## src/rtl/commit_trace_fifo.sv

```systemverilog
// Retirement-record FIFO fed by the core commit port, drained over valid/ready.
// Tracks sticky overflow, a saturating drop counter and a free-running commit counter.
module commit_trace_fifo #(
  parameter int DEPTH     = 8,
  parameter bit FILTER_X0 = 1'b1,
  parameter int CNT_W     = 16,
  localparam int AW       = $clog2(DEPTH)
) (
  input  logic             clk,
  input  logic             rst,
  input  logic             commit_wr,
  input  logic [4:0]       commit_wr_idx,
  input  logic [31:0]      commit_wr_data,
  input  logic [31:0]      commit_npc,
  input  logic             flush,
  output logic             trace_valid,
  input  logic             trace_ready,
  output logic [4:0]       trace_idx,
  output logic [31:0]      trace_data,
  output logic [31:0]      trace_npc,
  output logic [AW:0]      level,
  output logic             overflow,
  output logic [CNT_W-1:0] drop_cnt,
  output logic [31:0]      commit_cnt
);

  localparam logic [AW:0] FULL_LEVEL = (AW+1)'(DEPTH);

  logic [68:0]   mem [DEPTH];
  logic [AW-1:0] wr_ptr;
  logic [AW-1:0] rd_ptr;
  logic [68:0]   head;
  logic          push_req;
  logic          pop;
  logic          full;
  logic          push_ok;
  logic          drop;

  always_comb begin
    push_req = commit_wr & ~(FILTER_X0 & (commit_wr_idx == 5'd0));
    pop      = trace_valid & trace_ready;
    full     = (level == FULL_LEVEL);
    // A full FIFO still accepts a push when the head leaves in the same cycle.
    push_ok  = push_req & (~full | pop);
    drop     = push_req & full & ~pop;
  end

  // Storage is not reset; only the pointers and level define what is valid.
  always_ff @(posedge clk) begin
    if (push_ok && !flush) begin
      mem[wr_ptr] <= {commit_wr_idx, commit_wr_data, commit_npc};
    end
  end

  always_ff @(posedge clk or posedge rst) begin
    if (rst) begin
      wr_ptr   <= '0;
      rd_ptr   <= '0;
      level    <= '0;
      overflow <= 1'b0;
      drop_cnt <= '0;
    end else if (flush) begin
      wr_ptr   <= '0;
      rd_ptr   <= '0;
      level    <= '0;
      overflow <= 1'b0;
      drop_cnt <= '0;
    end else begin
      if (push_ok) begin
        wr_ptr <= wr_ptr + AW'(1);
      end
      if (pop) begin
        rd_ptr <= rd_ptr + AW'(1);
      end
      case ({push_ok, pop})
        2'b10:   level <= level + (AW+1)'(1);
        2'b01:   level <= level - (AW+1)'(1);
        default: level <= level;
      endcase
      if (drop) begin
        overflow <= 1'b1;
        if (drop_cnt != '1) begin
          drop_cnt <= drop_cnt + CNT_W'(1);
        end
      end
    end
  end

  always_ff @(posedge clk or posedge rst) begin
    if (rst) begin
      commit_cnt <= '0;
    end else if (commit_wr) begin
      commit_cnt <= commit_cnt + 32'd1;
    end
  end

  always_comb begin
    trace_valid = (level != '0);
    head        = mem[rd_ptr];
    trace_idx   = '0;
    trace_data  = '0;
    trace_npc   = '0;
    if (trace_valid) begin
      trace_idx  = head[68:64];
      trace_data = head[63:32];
      trace_npc  = head[31:0];
    end
  end

endmodule
```

## config.mk

```make
export PLATFORM = sky130hd
export DESIGN_NAME = commit_trace_fifo
export DESIGN_NICKNAME = d
export VERILOG_FILES = /design/src/rtl/commit_trace_fifo.sv
export SDC_FILE = /design/constraint.sdc
export NUM_CORES = 1
export LEC_CHECK = 0
export CAP_MARGIN = 15
export CORE_ASPECT_RATIO = 1.2
export CORE_MARGIN = 5
export CORE_UTILIZATION = 35
export DETAILED_ROUTE_END_ITERATION = 10
export DONT_BUFFER_PORTS = 1
export PLACE_DENSITY = 0.53
export SYNTH_ARGS = -nofsm -noshare
export SYNTH_HDL_FRONTEND = slang
export SYNTH_SLANG_ARGS = --single-unit
```

## constraint.sdc

```tcl
create_clock -name clk -period 13.94 [get_ports clk]
set_clock_uncertainty 0.15 [all_clocks]
set_input_delay 2.788 -clock clk [delete_from_list [all_inputs] [get_ports clk]]
set_output_delay 2.788 -clock clk [all_outputs]
set_load 0.005 [all_outputs]
```

* Word-level counts from Yosys, hierarchy flattened
Memory sizes are Yosys's and may differ from the RTL's.
Cells that the tools add are included.
** Storage, ports and cells
- Register bits :: 59
- RAM bits :: 552
- Word-level logic and storage cells :: 52
- Memories kept :: 1
** Memory list
- mem :: depth 8, bits a word 69, rd ports 1, clocked after memory_dff 0, write ports 1, line 29 : logic [68:0] mem [DEPTH];
** Operators by class
- Add/sub/neg operators :: 6
- Eq/ne operators :: 4
- Mux-type cells :: 16
- Bitwise gates (word level) :: 9
- Reduce and logical (&&, ||, !) cells :: 10
** Operators by type and width (count)
- $mux 32 :: 2
- $mux 16 :: 3
- $add 32x1->32 const B :: 1
- $add 16x1->16 const B :: 1
- $ne 16x16->1 const B :: 1
- $mux 3 :: 4
- $pmux 4 s2 :: 1
- $reduce_bool 2->1 :: 4
- $add 3x1->3 const B :: 2
- $and 1x1->1 :: 5
- $logic_not 5->1 :: 1
- $mux 5 :: 1
- $add 4x1->4 const B :: 1
- $eq 4x4->1 const B :: 1
- $mux 1 :: 4
- $mux 4 :: 1
- $reduce_bool 4->1 :: 1
- $sub 4x1->4 const B :: 1
- $not 1->1 :: 3
- $reduce_bool 3->1 :: 1
- $eq 2x1->1 const B :: 1
- $eq 2x2->1 const B :: 1
- $reduce_and 2->1 :: 1
- $logic_and 1x1->1 :: 1
- 2 further kinds :: 2

* Depth between registers and ports, before layout
Gate-level depths: netlist of the first run.
- Depth in word-level cells :: 7
- Mapped depth :: 10

* Least setup slack after synthesis of the first run
Ideal clock, no wire load.
- Path type :: input -> register
- From :: input port commit_wr
- To :: memory mem[0][0] (enable)
- Library setup time :: 0.581 ns
- Arrival :: 8.250 ns
- Path slack :: 4.959 ns
- Cell stages on the path :: 4
- Buffers on the path :: 1
- Cell sequence :: buf_2 -> o21ai_2 -> or4_1 -> nor3_1
** On the way
- Longest elaborated chain between the ends :: 5
** RTL lines
- start: declaration :: line 11 : input logic commit_wr,
- $and 1x1->1 :: line 40 : push_req = commit_wr & ~(FILTER_X0 & (commit_wr_idx == 5'd0));
- $and 1x1->1 :: line 44 : push_ok = push_req & (~full | pop);
- $logic_and 1x1->1 :: line 50 : if (push_ok && !flush) begin
- $mux 1 :: line 50
- $mux 1 (implied by the code) :: line 51 : mem[wr_ptr] <= {commit_wr_idx, commit_wr_data, commit_npc};
- end: declaration :: line 29
Every way passes these cells.

* Worst setup path in the final report of the first run
- From :: register rd_ptr[0]
- To :: output port trace_npc[12]
** On the way
- Longest elaborated chain between the ends :: 2
** RTL lines
- start: declaration :: line 31 : logic [AW-1:0] rd_ptr;
- start signal: assignment :: line 73 : rd_ptr <= rd_ptr + AW'(1);
- $mem_v2 8x69
- $mux 32 :: line 103 : if (trace_valid) begin
- end: declaration :: line 20 : output logic [31:0] trace_npc,
Every way passes these cells.

==> impl_metrics.json, run 1 <==
{
  "status": "finished clean",
  "syn_to_final_growth_pct": 13.99,
  "clock_latency_ns": 0.59,
  "routed_via_density": 5.164,
  "cts_tree": "built",
  "arrival_ns": 3.84,
  "setup_tns_ns": 0,
  "yosysWarnings": 0,
  "hold_violations": 0,
  "post_cts_resized": 0,
  "grt_pass1_vias": 12030,
  "yosysTopAreaCell": "edfxtp_1",
  "cts_buffers": 67,
  "finalCritPeriodShare": 0.4864,
  "clk_pin_slew_ns": 0.06,
  "post-dp-hpwl_um": 29340,
  "ys_top_cells_by_area": "edfxtp_1 70%, mux4_2 13%, dfrtp_1 6.2%, mux2i_1 3.0%, nor2_1 1.6%",
  "r2r_end": "mem[4][47]$_DFFE_PP_",
  "synth_fp_nets": 1242,
  "cts.hold.buffers_added": 0,
  "fmax_mhz": 147.5,
  "dpl_cell_area_mm2": 0.02502,
  "r2r_start": "level[0]$_DFFE_PP0P_",
  "syn-instance-count": 1161,
  "nFillCells": 6028,
  "rsz0062_at_grt": "false",
  "wirelength_um": 51790,
  "final_cells": 2153,
  "track_usage": 0.1417,
  "worstMarginPinSlew_ns": 1.032,
  "critPathLaunchType": "flip-flop",
  "hold_class": "reg2reg",
  "ios": 197,
  "cts.sinks": 611,
  "drv_slew": 0,
  "layout-drive-gt1-share": 0.2212,
  "cp_max_fo": 39,
  "diodes": 0,
  "ctsRootBufferMaster": "clkbuf_16",
  "yosysUniqueCellTypes": 54,
  "ant_nets": 0,
  "p_total_mw": 4.563,
  "wl_per_cell_um": 24.06,
  "final_area_mm2": 0.02717,
  "worstSetupPathType": "reg2out",
  "max_slew_margin": 0.3120,
  "cap_violations": 0,
  "place_congestion": 0.7193,
  "place_inst": 2037,
  "seq_area_frac_synth": 0.7573,
  "utilization": 0.4039,
  "crit_path_end_kind": "output pin",
  "initial_core_util": 0.3543,
  "crit_required_ns": 11.00,
  "dieHeight_um": 295.9,
  "htree_levels": 3,
  "grt_pass1_wl_um": 77800,
  "overflow": 0,
  "async_flop_share": 0.09656,
  "synth_seq_cells": 611,
  "crit_start": "rd_ptr[0]$_DFFE_PP0P_",
  "dr_total_vias": 11120,
  "synth_top_area_share": 0.6954,
  "fp.dieW_um": 248.2,
  "antenna_found_initial": 0,
  "setup_viol": 0,
  "powerDensity_mw_per_mm2": 167.9,
  "min_path_cells": 1,
  "core_area_mm2": 0.06727,
  "grt_max_degree": 65,
  "crit_end": "trace_npc[12]",
  "postCtsSetupBuffers": 0,
  "r2r_cells": 6,
  "dieArea_mm2": 0.07345,
  "ir_drop_mv": 0.1205,
  "first_iter_violations": 568,
  "leakagePower_nw": 8.501,
  "syn_avg_cell_area_um2": 20.53,
  "ys_dominant_reg_cell": "edfxtp_1",
  "post-place-ws_ns": 7.593,
  "clock_path_buffers": 3,
  "drtPass1Iterations": 4,
  "hold_ws_ns": 0.3590,
  "rrSetupSlack_ns": 10.39,
  "std_cell_rows": 104,
  "final_nets": 1286,
  "period_needed_ns": 6.780,
  "portBuffers": 0,
  "synth_edf_count": 552,
  "drc": 0,
  "syn-cell-area_mm2": 0.02384,
  "worst_slack_ns": 7.160
}
power breakdown:
part,total (mW),switching [mW],internal [mW]
sequential,2.11,0.0628,2.05
clock,1.75,0.682,1.07
combinational,0.701,0.374,0.327
worst max-delay path, cell delays in order, from the launching register on:
cell     delay (ns)
dfrtp_4        0.82
buf_4          0.75
buf_4          0.72
mux4_2         0.59
mux2i_1        0.19
nor2_1         0.10
how the worst min path moves through the flow:
| stage | from | end | slack (ns) |
|---|---|---|---|
| after floorplan | commit_cnt[31]$_DFFE_PP0P_ | commit_cnt[31]$_DFFE_PP0P_ | 0.32 |
| after global placement | commit_cnt[31]$_DFFE_PP0P_ | commit_cnt[31]$_DFFE_PP0P_ | 0.36 |
| after detailed placement | commit_cnt[31]$_DFFE_PP0P_ | commit_cnt[31]$_DFFE_PP0P_ | 0.36 |
| after CTS | commit_cnt[31]$_DFFE_PP0P_ | commit_cnt[31]$_DFFE_PP0P_ | 0.37 |
| after global routing | commit_cnt[27]$_DFFE_PP0P_ | commit_cnt[27]$_DFFE_PP0P_ | 0.39 |
| final | commit_cnt[31]$_DFFE_PP0P_ | commit_cnt[31]$_DFFE_PP0P_ | 0.36 |
Yosys cell counts, drive strengths merged, types with 8 or more instances:
| master | n |
|---|---|
| clkbuf | 19 |
| nor2 | 103 |
| buf | 32 |
| a21oi | 8 |
| nand2 | 21 |
| xor2 | 12 |
| nand4 | 14 |
| nand3 | 17 |
| mux4 | 138 |
| xnor2 | 26 |
| edfxtp | 552 |
| dfrtp | 59 |
| and3 | 10 |
| mux2i | 72 |
routing by layer:
metal	global-route usage	vias up	share of wire
met5	0	-	0
li1	-	4800	-
met1	0.1714	5966	0.40
met4	0.04698	0	0.024
met2	0.2424	273	0.51
met3	0.04453	80	0.072
registers in the layout (all words and copies together), names as in the netlist:
name,flops
drop_cnt,16
mem,552
commit_cnt,32
wr_ptr,3
rd_ptr,3
level,4
overflow,1
layout make-up:
type | instances | area, um2 | area share
repair buffers | 26 | 195.2 | 0.007184
well taps | 901 | 1127 | 0.04149
clock buffers | 92 | 1833 | 0.06746
flip-flops and latches | 611 | 18060 | 0.6648
clock inverters | 24 | 320.3 | 0.01179
multi-input cells | 494 | 5613 | 0.2066
inverters | 5 | 18.77 | 0.0006907
cell usage in the layout (no fill, tap or decap), types with 21 or more instances in the layout:
cell,n
nand2_1,21
clkbuf_16,69
clkbuf_1,21
mux2i_1,72
mux4_2,138
dfrtp_1,56
edfxtp_1,552
xnor2_1,26
buf_4,26
nor2_1,96
cell families after synthesis:
group / count (synthesis) / share of synthesized area
adders and majority gates: 7 / 0.003989
muxes: 215 / 0.1630
and+or+nand+nor: 204 / 0.04252
buffers and inverters: 56 / 0.009868
AOI/OAI and AO/OA: 30 / 0.009344
DFF: 611 / 0.7573
xor gates and xnor gates: 38 / 0.01396
No activity file was read; power rests on OpenSTA's default activity.
==> run 2, diff against run 1 <==
--- a/config.mk
+++ b/config.mk
@@ -11,7 +11,7 @@
 export CORE_UTILIZATION = 35
 export DETAILED_ROUTE_END_ITERATION = 10
 export DONT_BUFFER_PORTS = 1
-export PLACE_DENSITY = 0.53
+export PLACE_DENSITY = 0.55
 export SYNTH_ARGS = -nofsm -noshare
 export SYNTH_HDL_FRONTEND = slang
 export SYNTH_SLANG_ARGS = --single-unit
==> constraint.sdc (replaced) <==
create_clock -name clk -period 5.68 [get_ports clk]
set_clock_uncertainty 0.15 [all_clocks]
set_input_delay 1.136 -clock clk [delete_from_list [all_inputs] [get_ports clk]]
set_output_delay 1.136 -clock clk [all_outputs]
set_load 0.005 [all_outputs]
==> run 2 against run 1 <==
Non-clock buffer count decreased by 2. Die area unchanged. Clock power increased by 120%. Worst setup slack got worse by 5.8 ns. Critical path type unchanged. Largest cell class unchanged.
==> impl_metrics.json, run 2 (synthesis gave the netlist of run 1 again) <==
{
  "status": "finished clean",
  "routed_via_density": 5.086,
  "cts_buffers": 58,
  "portBuffers": 0,
  "r2r_cells": 6,
  "drv_slew": 0,
  "antenna_found_initial": 0,
  "worstMarginPinSlew_ns": 1.037,
  "ctsRootBufferMaster": "clkbuf_16",
  "drc": 0,
  "cts.hold.buffers_added": 0,
  "fmax_mhz": 232.1,
  "finalCritPeriodShare": 0.7586,
  "top_register": "mem",
  "leakagePower_nw": 8.407,
  "first_iter_violations": 610,
  "crit_required_ns": 4.39,
  "place_inst": 2035,
  "fp.dieW_um": 248.2,
  "cts.sinks": 611,
  "ios": 197,
  "std_cell_rows": 104,
  "hold_violations": 0,
  "largestRegisters": "mem: 552 flops, commit_cnt: 32 flops, drop_cnt: 16 flops",
  "r2r_start": "level[0]$_DFFE_PP0P_",
  "critPathLaunchType": "flip-flop",
  "nFillCells": 5991,
  "wl_per_cell_um": 24.21,
  "initial_core_util": 0.3543,
  "grt_max_degree": 70,
  "wirelength_um": 51830,
  "period_needed_ns": 4.309,
  "post-place-ws_ns": 1.469,
  "overflow": 0,
  "layout_common_cells": "552 x edfxtp_1, 138 x mux4_2, 96 x nor2_1",
  "hold_class": "in2async",
  "max_slew_margin": 0.3088,
  "final_common_cell": "edfxtp_1",
  "largest_reg_flops": 552,
  "ir_drop_mv": 0.2701,
  "arrival_ns": 3.02,
  "worst_slack_ns": 1.371,
  "rrSetupSlack_ns": 2.09,
  "syn_to_final_growth_pct": 13.61,
  "clock_latency_ns": 0.60,
  "clock_path_buffers": 3,
  "dieArea_mm2": 0.07345,
  "track_usage": 0.1408,
  "final_cells": 2141,
  "cp_max_fo": 29,
  "post_cts_resized": 0,
  "dieHeight_um": 295.9,
  "dr_total_vias": 10890,
  "htree_levels": 2,
  "layout-drive-gt1-share": 0.2226,
  "grt_pass1_wl_um": 77610,
  "cap_violations": 0,
  "cts_tree": "built",
  "postCtsSetupBuffers": 0,
  "rsz0062_at_grt": "false",
  "setup_viol": 0,
  "grt_pass1_vias": 11870,
  "post-dp-hpwl_um": 29580,
  "drtPass1Iterations": 4,
  "crit_path_end_kind": "output pin",
  "ant_nets": 0,
  "r2r_end": "mem[3][31]$_DFFE_PP_",
  "core_area_mm2": 0.06727,
  "setup_tns_ns": 0,
  "worstSetupPathType": "reg2out",
  "powerDensity_mw_per_mm2": 401.5,
  "final_nets": 1275,
  "diodes": 0,
  "clk_pin_slew_ns": 0.06,
  "place_congestion": 0.7198
}
run 2: changes by cell type in the layout (fill, tap and decap cells not counted), sizes merged:
cell	change
clkinv	+12
inv	-1
clkbuf	-26
clkinvlp	+5
buf	-2
run 2: area by class of cell:
cell class / instances / area [um2] / area share
Sequential cell: 611 / 18060 / 0.6670
Timing Repair Buffer: 24 / 292.8 / 0.01081
Multi-Input combinational cell: 494 / 5625 / 0.2077
Clock buffer: 66 / 1524 / 0.05627
Inverter: 5 / 18.77 / 0.0006930
Clock inverter: 40 / 429.2 / 0.01585
Tap cell: 901 / 1127 / 0.04163
run 2: stage by stage:
step	utilization	hold WS, ns	cell area [um2]	total power, mW
2_1_floorplan	-	0.3182	23850	6.600
3_3_place_gp	0.3735	0.3565	25130	7.100
3_5_place_dp	0.3735	0.3592	25130	7.122
4_1_cts	0.4025	0.2723	27080	11.08
5_1_grt	0.4025	0.3092	27080	11.39
6_report	0.4025	0.3041	27080	10.87
run 2: where the power goes:
part	switching, mW	internal (mW)	total [mW]
clock network	1.64	2.29	3.93
registers	0.186	5.03	5.22
logic	0.908	0.820	1.73
run 2: how the worst max path moves through the flow:
| stage | start | end | slack [ns] | depth (start not counted) |
|---|---|---|---|---|
| after floorplan | commit_wr | mem[4][0]$_DFFE_PP_ | 0.20 | 4 |
| after global placement | commit_wr_idx[3] | mem[3][53]$_DFFE_PP_ | 1.51 | 6 |
| after detailed placement | commit_wr_idx[3] | mem[3][36]$_DFFE_PP_ | 1.47 | 6 |
| after CTS | rd_ptr[0]$_DFFE_PP0P_ | trace_npc[3] | 1.21 | 4 |
| after global routing | rd_ptr[0]$_DFFE_PP0P_ | trace_npc[3] | 1.11 | 4 |
| final | rd_ptr[0]$_DFFE_PP0P_ | trace_npc[3] | 1.37 | 4 |
run 2: critical path, cell delays in order, from the launching register on:
cell	delay, ns
dfrtp_4	0.84
buf_4	0.59
mux4_2	0.58
mux2i_1	0.27
nor2_1	0.11
run 2: layer usage:
layer	up-vias	wire (um)	track usage
li1	4773	-	-
met1	5816	21590	0.1792
met2	237	25750	0.2373
met3	63	3627	0.04480
met4	0	865	0.03352
met5	-	0	0
